<file path="src/rtl/instruction_prefetch.sv">
// Pipelined instruction prefetch: up to MAX_OUT requests in flight, a
// QDEPTH-entry PC/instruction queue and a registered output stage to decode.
module instruction_prefetch #(
    parameter int unsigned IWIDTH   = 32,
    parameter int unsigned PC_WIDTH = 32,
    parameter int unsigned QDEPTH   = 4,
    parameter int unsigned MAX_OUT  = 2,
    parameter int unsigned PC_STEP  = 4,
    parameter int unsigned RESET_PC = 0
) (
    input  logic                f_clk,
    input  logic                f_rst,
    input  logic                f_i_ce,
    input  logic                f_i_change_pc,
    input  logic [PC_WIDTH-1:0] f_i_pc,
    input  logic                f_i_stall,
    output logic                f_o_syn,
    output logic [PC_WIDTH-1:0] f_o_addr,
    input  logic                f_i_ack,
    input  logic [IWIDTH-1:0]   f_i_data,
    output logic [IWIDTH-1:0]   f_o_instr,
    output logic [PC_WIDTH-1:0] f_o_pc,
    output logic                f_o_ce
);

    localparam int unsigned QAW = $clog2(QDEPTH);
    localparam int unsigned QCW = $clog2(QDEPTH + 1);
    localparam int unsigned FAW = (MAX_OUT > 1) ? $clog2(MAX_OUT) : 1;
    localparam int unsigned OCW = $clog2(MAX_OUT + 1);

    typedef logic [PC_WIDTH-1:0] pc_t;
    typedef logic [IWIDTH-1:0]   ins_t;
    typedef logic [QAW-1:0]      qptr_t;
    typedef logic [QCW-1:0]      qcnt_t;
    typedef logic [FAW-1:0]      fptr_t;
    typedef logic [OCW-1:0]      ocnt_t;
    typedef logic [QCW:0]        credit_t;

    localparam pc_t     PC_INC  = pc_t'(PC_STEP);
    localparam pc_t     PC_RST  = pc_t'(RESET_PC);
    localparam ocnt_t   OUT_MAX = ocnt_t'(MAX_OUT);
    localparam credit_t Q_MAX   = credit_t'(QDEPTH);
    localparam fptr_t   FL_LAST = fptr_t'(MAX_OUT - 1);

    pc_t     fetch_pc;
    pc_t     fl_pc [MAX_OUT];
    fptr_t   fl_wr;
    fptr_t   fl_rd;
    ocnt_t   outstanding;
    ocnt_t   discard;
    pc_t     q_pc  [QDEPTH];
    ins_t    q_ins [QDEPTH];
    qptr_t   q_wr;
    qptr_t   q_rd;
    qcnt_t   q_count;

    logic    issue;
    logic    ack_v;
    logic    q_push;
    logic    q_pop;
    ocnt_t   out_next;
    credit_t credit;

    function automatic fptr_t fl_inc(input fptr_t p);
        return (p == FL_LAST) ? '0 : p + fptr_t'(1);
    endfunction

    // Credits count queued entries plus in-flight requests, so every
    // response that comes back is guaranteed a queue slot.
    always_comb begin
        credit   = credit_t'(q_count) + credit_t'(outstanding);
        ack_v    = f_i_ack && (outstanding != '0);
        issue    = f_i_ce && !f_i_change_pc
                   && (outstanding < OUT_MAX) && (credit < Q_MAX);
        q_push   = ack_v && (discard == '0) && !f_i_change_pc;
        q_pop    = !f_i_change_pc && (q_count != '0)
                   && (!f_o_ce || !f_i_stall);
        out_next = outstanding;
        if (issue && !ack_v) begin
            out_next = outstanding + ocnt_t'(1);
        end else if (!issue && ack_v) begin
            out_next = outstanding - ocnt_t'(1);
        end
    end

    always_ff @(posedge f_clk or negedge f_rst) begin
        if (!f_rst) begin
            fetch_pc    <= PC_RST;
            fl_wr       <= '0;
            fl_rd       <= '0;
            outstanding <= '0;
            discard     <= '0;
            q_wr        <= '0;
            q_rd        <= '0;
            q_count     <= '0;
            f_o_syn     <= 1'b0;
            f_o_addr    <= '0;
            f_o_ce      <= 1'b0;
            f_o_instr   <= '0;
            f_o_pc      <= '0;
        end else begin
            f_o_syn     <= issue;
            outstanding <= out_next;

            if (issue) begin
                f_o_addr <= fetch_pc;
                fetch_pc <= fetch_pc + PC_INC;
                fl_wr    <= fl_inc(fl_wr);
            end
            if (f_i_change_pc) begin
                fetch_pc <= f_i_pc;
            end

            if (ack_v) begin
                fl_rd <= fl_inc(fl_rd);
                if (discard != '0) begin
                    discard <= discard - ocnt_t'(1);
                end
            end
            // Everything still in flight at a redirect is stale.
            if (f_i_change_pc) begin
                discard <= out_next;
            end

            if (f_i_change_pc) begin
                q_wr    <= '0;
                q_rd    <= '0;
                q_count <= '0;
            end else begin
                if (q_push) begin
                    q_wr <= q_wr + qptr_t'(1);
                end
                if (q_pop) begin
                    q_rd <= q_rd + qptr_t'(1);
                end
                if (q_push && !q_pop) begin
                    q_count <= q_count + qcnt_t'(1);
                end else if (!q_push && q_pop) begin
                    q_count <= q_count - qcnt_t'(1);
                end
            end

            if (f_i_change_pc) begin
                f_o_ce <= 1'b0;
            end else if (q_pop) begin
                f_o_ce    <= 1'b1;
                f_o_instr <= q_ins[q_rd];
                f_o_pc    <= q_pc[q_rd];
            end else if (!f_i_stall) begin
                f_o_ce <= 1'b0;
            end
        end
    end

    always_ff @(posedge f_clk) begin
        if (issue) begin
            fl_pc[fl_wr] <= fetch_pc;
        end
        if (q_push) begin
            q_pc[q_wr]  <= fl_pc[fl_rd];
            q_ins[q_wr] <= f_i_data;
        end
    end

endmodule

</file>
<file path="config.mk">
export PLATFORM = sky130hd
export DESIGN_NAME = instruction_prefetch
export DESIGN_NICKNAME = d
export VERILOG_FILES = /design/src/rtl/instruction_prefetch.sv
export SDC_FILE = /design/constraint.sdc
export NUM_CORES = 1
export LEC_CHECK = 0
export ABC_AREA = 1
export BUFFER_PORTS_ARGS = -buffer_cell sky130_fd_sc_hd__buf_4
export CAP_MARGIN = 15
export CELL_PAD_IN_SITES_DETAIL_PLACEMENT = 1
export CELL_PAD_IN_SITES_GLOBAL_PLACEMENT = 2
export CORE_MARGIN = 2
export CORE_UTILIZATION = 39
export CTS_CLUSTER_SIZE = 8
export DETAILED_ROUTE_END_ITERATION = 8
export GPL_TIMING_DRIVEN = 0
export PLACE_DENSITY = 0.82
export SLEW_MARGIN = 0
export SYNTH_ARGS = -nofsm -noshare
export SYNTH_HDL_FRONTEND = slang
export SYNTH_SLANG_ARGS = --single-unit
</file>
<file path="constraint.sdc">
create_clock -name f_clk -period 5.7 [get_ports f_clk]
set_clock_uncertainty 0.05 [all_clocks]
set_input_delay 0.57 -clock f_clk [delete_from_list [all_inputs] [get_ports f_clk]]
set_output_delay 0.57 -clock f_clk [all_outputs]
set_load 0.02 [all_outputs]
</file>
==> impl_metrics.json <==
{
  "p_comb_share_pct": 29.3,
  "synthArstFlopShare_pct": 30.89,
  "multi_input_area_mm2": 0.004753,
  "grt_pass1_wl_um": 80830,
  "cp.buffers_inverters": 4,
  "critPathLaunchType": "flop",
  "synthesis.area_mm2": 0.01856,
  "vias": 12900,
  "finalHoldViolCount": 0,
  "port_buffers": 166,
  "end_kind": "flop",
  "first_global_vias": 14210,
  "setup_tns_ns": 0,
  "row_count": 79,
  "drive_gt1_share_pct": 16.70,
  "holdBufCountCts": 1,
  "crit_chain": "inv_1 -> ha_1 -> nor2_2 -> nand2_1 -> nor2_2 -> inv_1 -> nor2_4 -> buf_16 -> buf_12",
  "grt_most_used_layer": "met2",
  "p_int_mw": 7.797,
  "clockRootBuffer": "clkbuf_16",
  "power_density_mw_per_mm2": 523.3,
  "ioPinCount": 168,
  "cp_slowest_cell": "nor2_4",
  "synth_top_area_share_pct": 51.77,
  "p_total_mw": 11.94,
  "seq_power_share_pct": 39.7,
  "fin_crit_sh_pct": 55.01,
  "required_ns": 5.92,
  "worstPathArrival_ns": 3.35,
  "avgRoutedWirePerCell_um": 20.08,
  "cts_made_buffers": 67,
  "finalMaxSlewViolations": 0,
  "fin_nets": 1988,
  "worst_slew_margin_rel_pct": 35.92,
  "clk_pin_slew_worst_paths_ns": 0.05,
  "initial_core_util_pct": 39.70,
  "use_met1_pct": 26.97,
  "fillCellCount": 4988,
  "ant_nets": 0,
  "use_met2_pct": 37.24,
  "seqCellArea_mm2": 0.01319,
  "post_cts_buffers": 0,
  "grt-ovfl-total": 0,
  "vias_per_cell": 5.030,
  "synth.most_common_cell": "nor2_1",
  "synthesis.nets": 1742,
  "yosys-top-cells-area": "edfxtp_1, dfrtp_1, nor2_1",
  "grt_max_degree": 86,
  "route.detailed.drc": 0,
  "rsz0062_at_grt": "false",
  "p_leak_nw": 8.960,
  "cp_max_fo": 26,
  "dp_cells": 2446,
  "avgSynthCellArea_um2": 11.16,
  "final_cell_count_no_fill": 2565,
  "synth_top_cell_by_area": "edfxtp_1",
  "syn_inst": 1663,
  "critical_path_class": "reg -> reg",
  "synth-main-ff-cell": "edfxtp_1",
  "pwr-share-clk_pct": 31.0,
  "htreeDepth": 3,
  "setup_viol": 0,
  "grt_use_met3_pct": 3.591,
  "dr.pass1.iters": 5,
  "swShare_pct": 34.68,
  "clock_sinks": 463,
  "max_stage_delay_ns": 0.77,
  "max_freq_mhz": 318.9,
  "vdd_ir_drop_max_v": 0.0002401,
  "synth_commonest_cells": "nor2_1, nand2_1, edfxtp_1",
  "clkLatencyLatePin_ns": 0.57,
  "synth.ff_latch_count": 463,
  "maxCapViolCount": 0,
  "gp_congestion": 0.7849,
  "tightest_slew_ns": 0.9590,
  "power_switching_mw": 4.140,
  "fp.coreArea_mm2": 0.04675,
  "dieArea_mm2": 0.04935,
  "wl_um": 51510,
  "status": "complete, no violations",
  "hpwl_um": 34640,
  "synth_cell_types": 35,
  "post_cts_resized": 0,
  "antenna_cells": 0,
  "cts_buffer_depth": 3,
  "ys_warn_count": 0,
  "hold_ws_ns": 0.1492,
  "die_h_um": 222.2,
  "antenna_found_initial": 0,
  "die_w_um": 222.2,
  "synth_edf_count": 320,
  "syn_to_final_growth_pct": 22.89,
  "drt_iter0_markers": 621,
  "cts_tree": "built",
  "timing.final.crit_period_ns": 3.136,
  "grt_usage_pct": 21.35,
  "hold_path.class": "in -> reg",
  "cp_top_family": "simple AND/OR/NAND/NOR gates",
  "ys_seq_area_share_pct": 71.05
}
==> final cells by class <==
type	instances	share of cell area, %
repair buffers	177	6.517
multi-input cells	1057	20.84
flip-flops and latches	463	57.82
inverters	63	1.059
clock buffers	117	8.546
clock inverters	1	0.03840
well taps	607	3.330
plain buffers	80	1.854
==> worst paths after layout <==
kind                                start       endpoint  slack, ns  cells after the start
min reg2reg                   f_o_addr[7]    f_o_addr[7]       0.43                      2
min                           f_i_data[1]    q_ins[1][1]       0.15                      1
min in group asynchronous           f_rst  f_o_instr[23]       0.50                      2
max in group asynchronous           f_rst   fetch_pc[20]       4.18                      3
max reg2reg                outstanding[1]   q_ins[0][30]       2.56                      9
max                        outstanding[1]   q_ins[0][30]       2.56                      9
==> per-stage QoR <==
step	area [µm²]	util [%]	setup WS [ns]
after floorplan	18560	-	1.343
final	22810	48.79	2.564
after global placement	20570	43.99	-1.216
after CTS	22810	48.79	2.507
after detailed placement	20840	44.58	2.468
after global routing	22810	48.79	2.346
==> state kept, by name, indices dropped and copies added, names as in the netlist <==
signal	flops
f_o_instr	32
q_rd	2
fetch_pc	32
fl_pc	64
fl_wr	1
q_pc	128
q_ins	128
q_wr	2
discard	2
outstanding	2
f_o_ce	1
f_o_pc	32
f_o_addr	32
f_o_syn	1
fl_rd	1
q_count	3
==> cells in the final DEF (no fill, tap or decap), types with 2 or more instances in the layout <==
cell and instances:
a21oi_1 4, a31oi_1 65, buf_1 10, buf_12 7, buf_16 3, buf_2 29, buf_4 168, buf_6 10
clkbuf_1 74, clkbuf_16 71, dfrtp_1 143, edfxtp_1 320, ha_1 8, inv_1 56, inv_2 5, inv_6 2
nand2_1 348, nand2_2 3, nand3_1 42, nand3_2 4, nand3b_1 2, nand4_1 2, nor2_1 368, nor2_2 9
nor2_4 8, nor2_8 2, o211ai_1 4, o211ai_2 2, o21ai_0 155, o21ai_1 15, o21bai_1 2, or2_2 2
xnor2_1 4, xor2_1 5
==> power by group through the flow <==
stage	sequential [mW]	clock, mW	combinational, mW
2_1_floorplan	5.06	0	1.69
3_3_place_gp	4.78	0	3.39
3_5_place_dp	4.79	0	3.53
4_1_cts	4.74	3.78	3.56
5_1_grt	4.80	3.93	3.89
6_report	4.73	3.70	3.50
==> worst reg2reg max path: cells and delay by family, from the launching register on <==
family,cells,cell delay (ns)
buffers and inverters,4,0.74
and+or+nand+nor,4,1.45
adders and majority gates,1,0.19
DFF,1,0.39
==> metal layers <==
layer	part of all wire [%]	vias to the layer above	wire length, µm
met1	43	6396	22250
met5	0	-	0
li1	-	6128	-
met4	2.1	0	1093
met3	4.5	72	2330
met2	50	305	25840
==> cells by family (layout without fill, tap and decap cells) <==
family,count (synthesis),count (layout),synth area share [%]
xor+xnor,9,9,0.4247
simple gates,792,792,17.04
buf+inv,143,438,3.580
compound gates,247,247,7.260
fa+ha+maj,9,9,0.6472
flops,463,463,71.05
No activity file was read; power rests on OpenSTA's default activity.
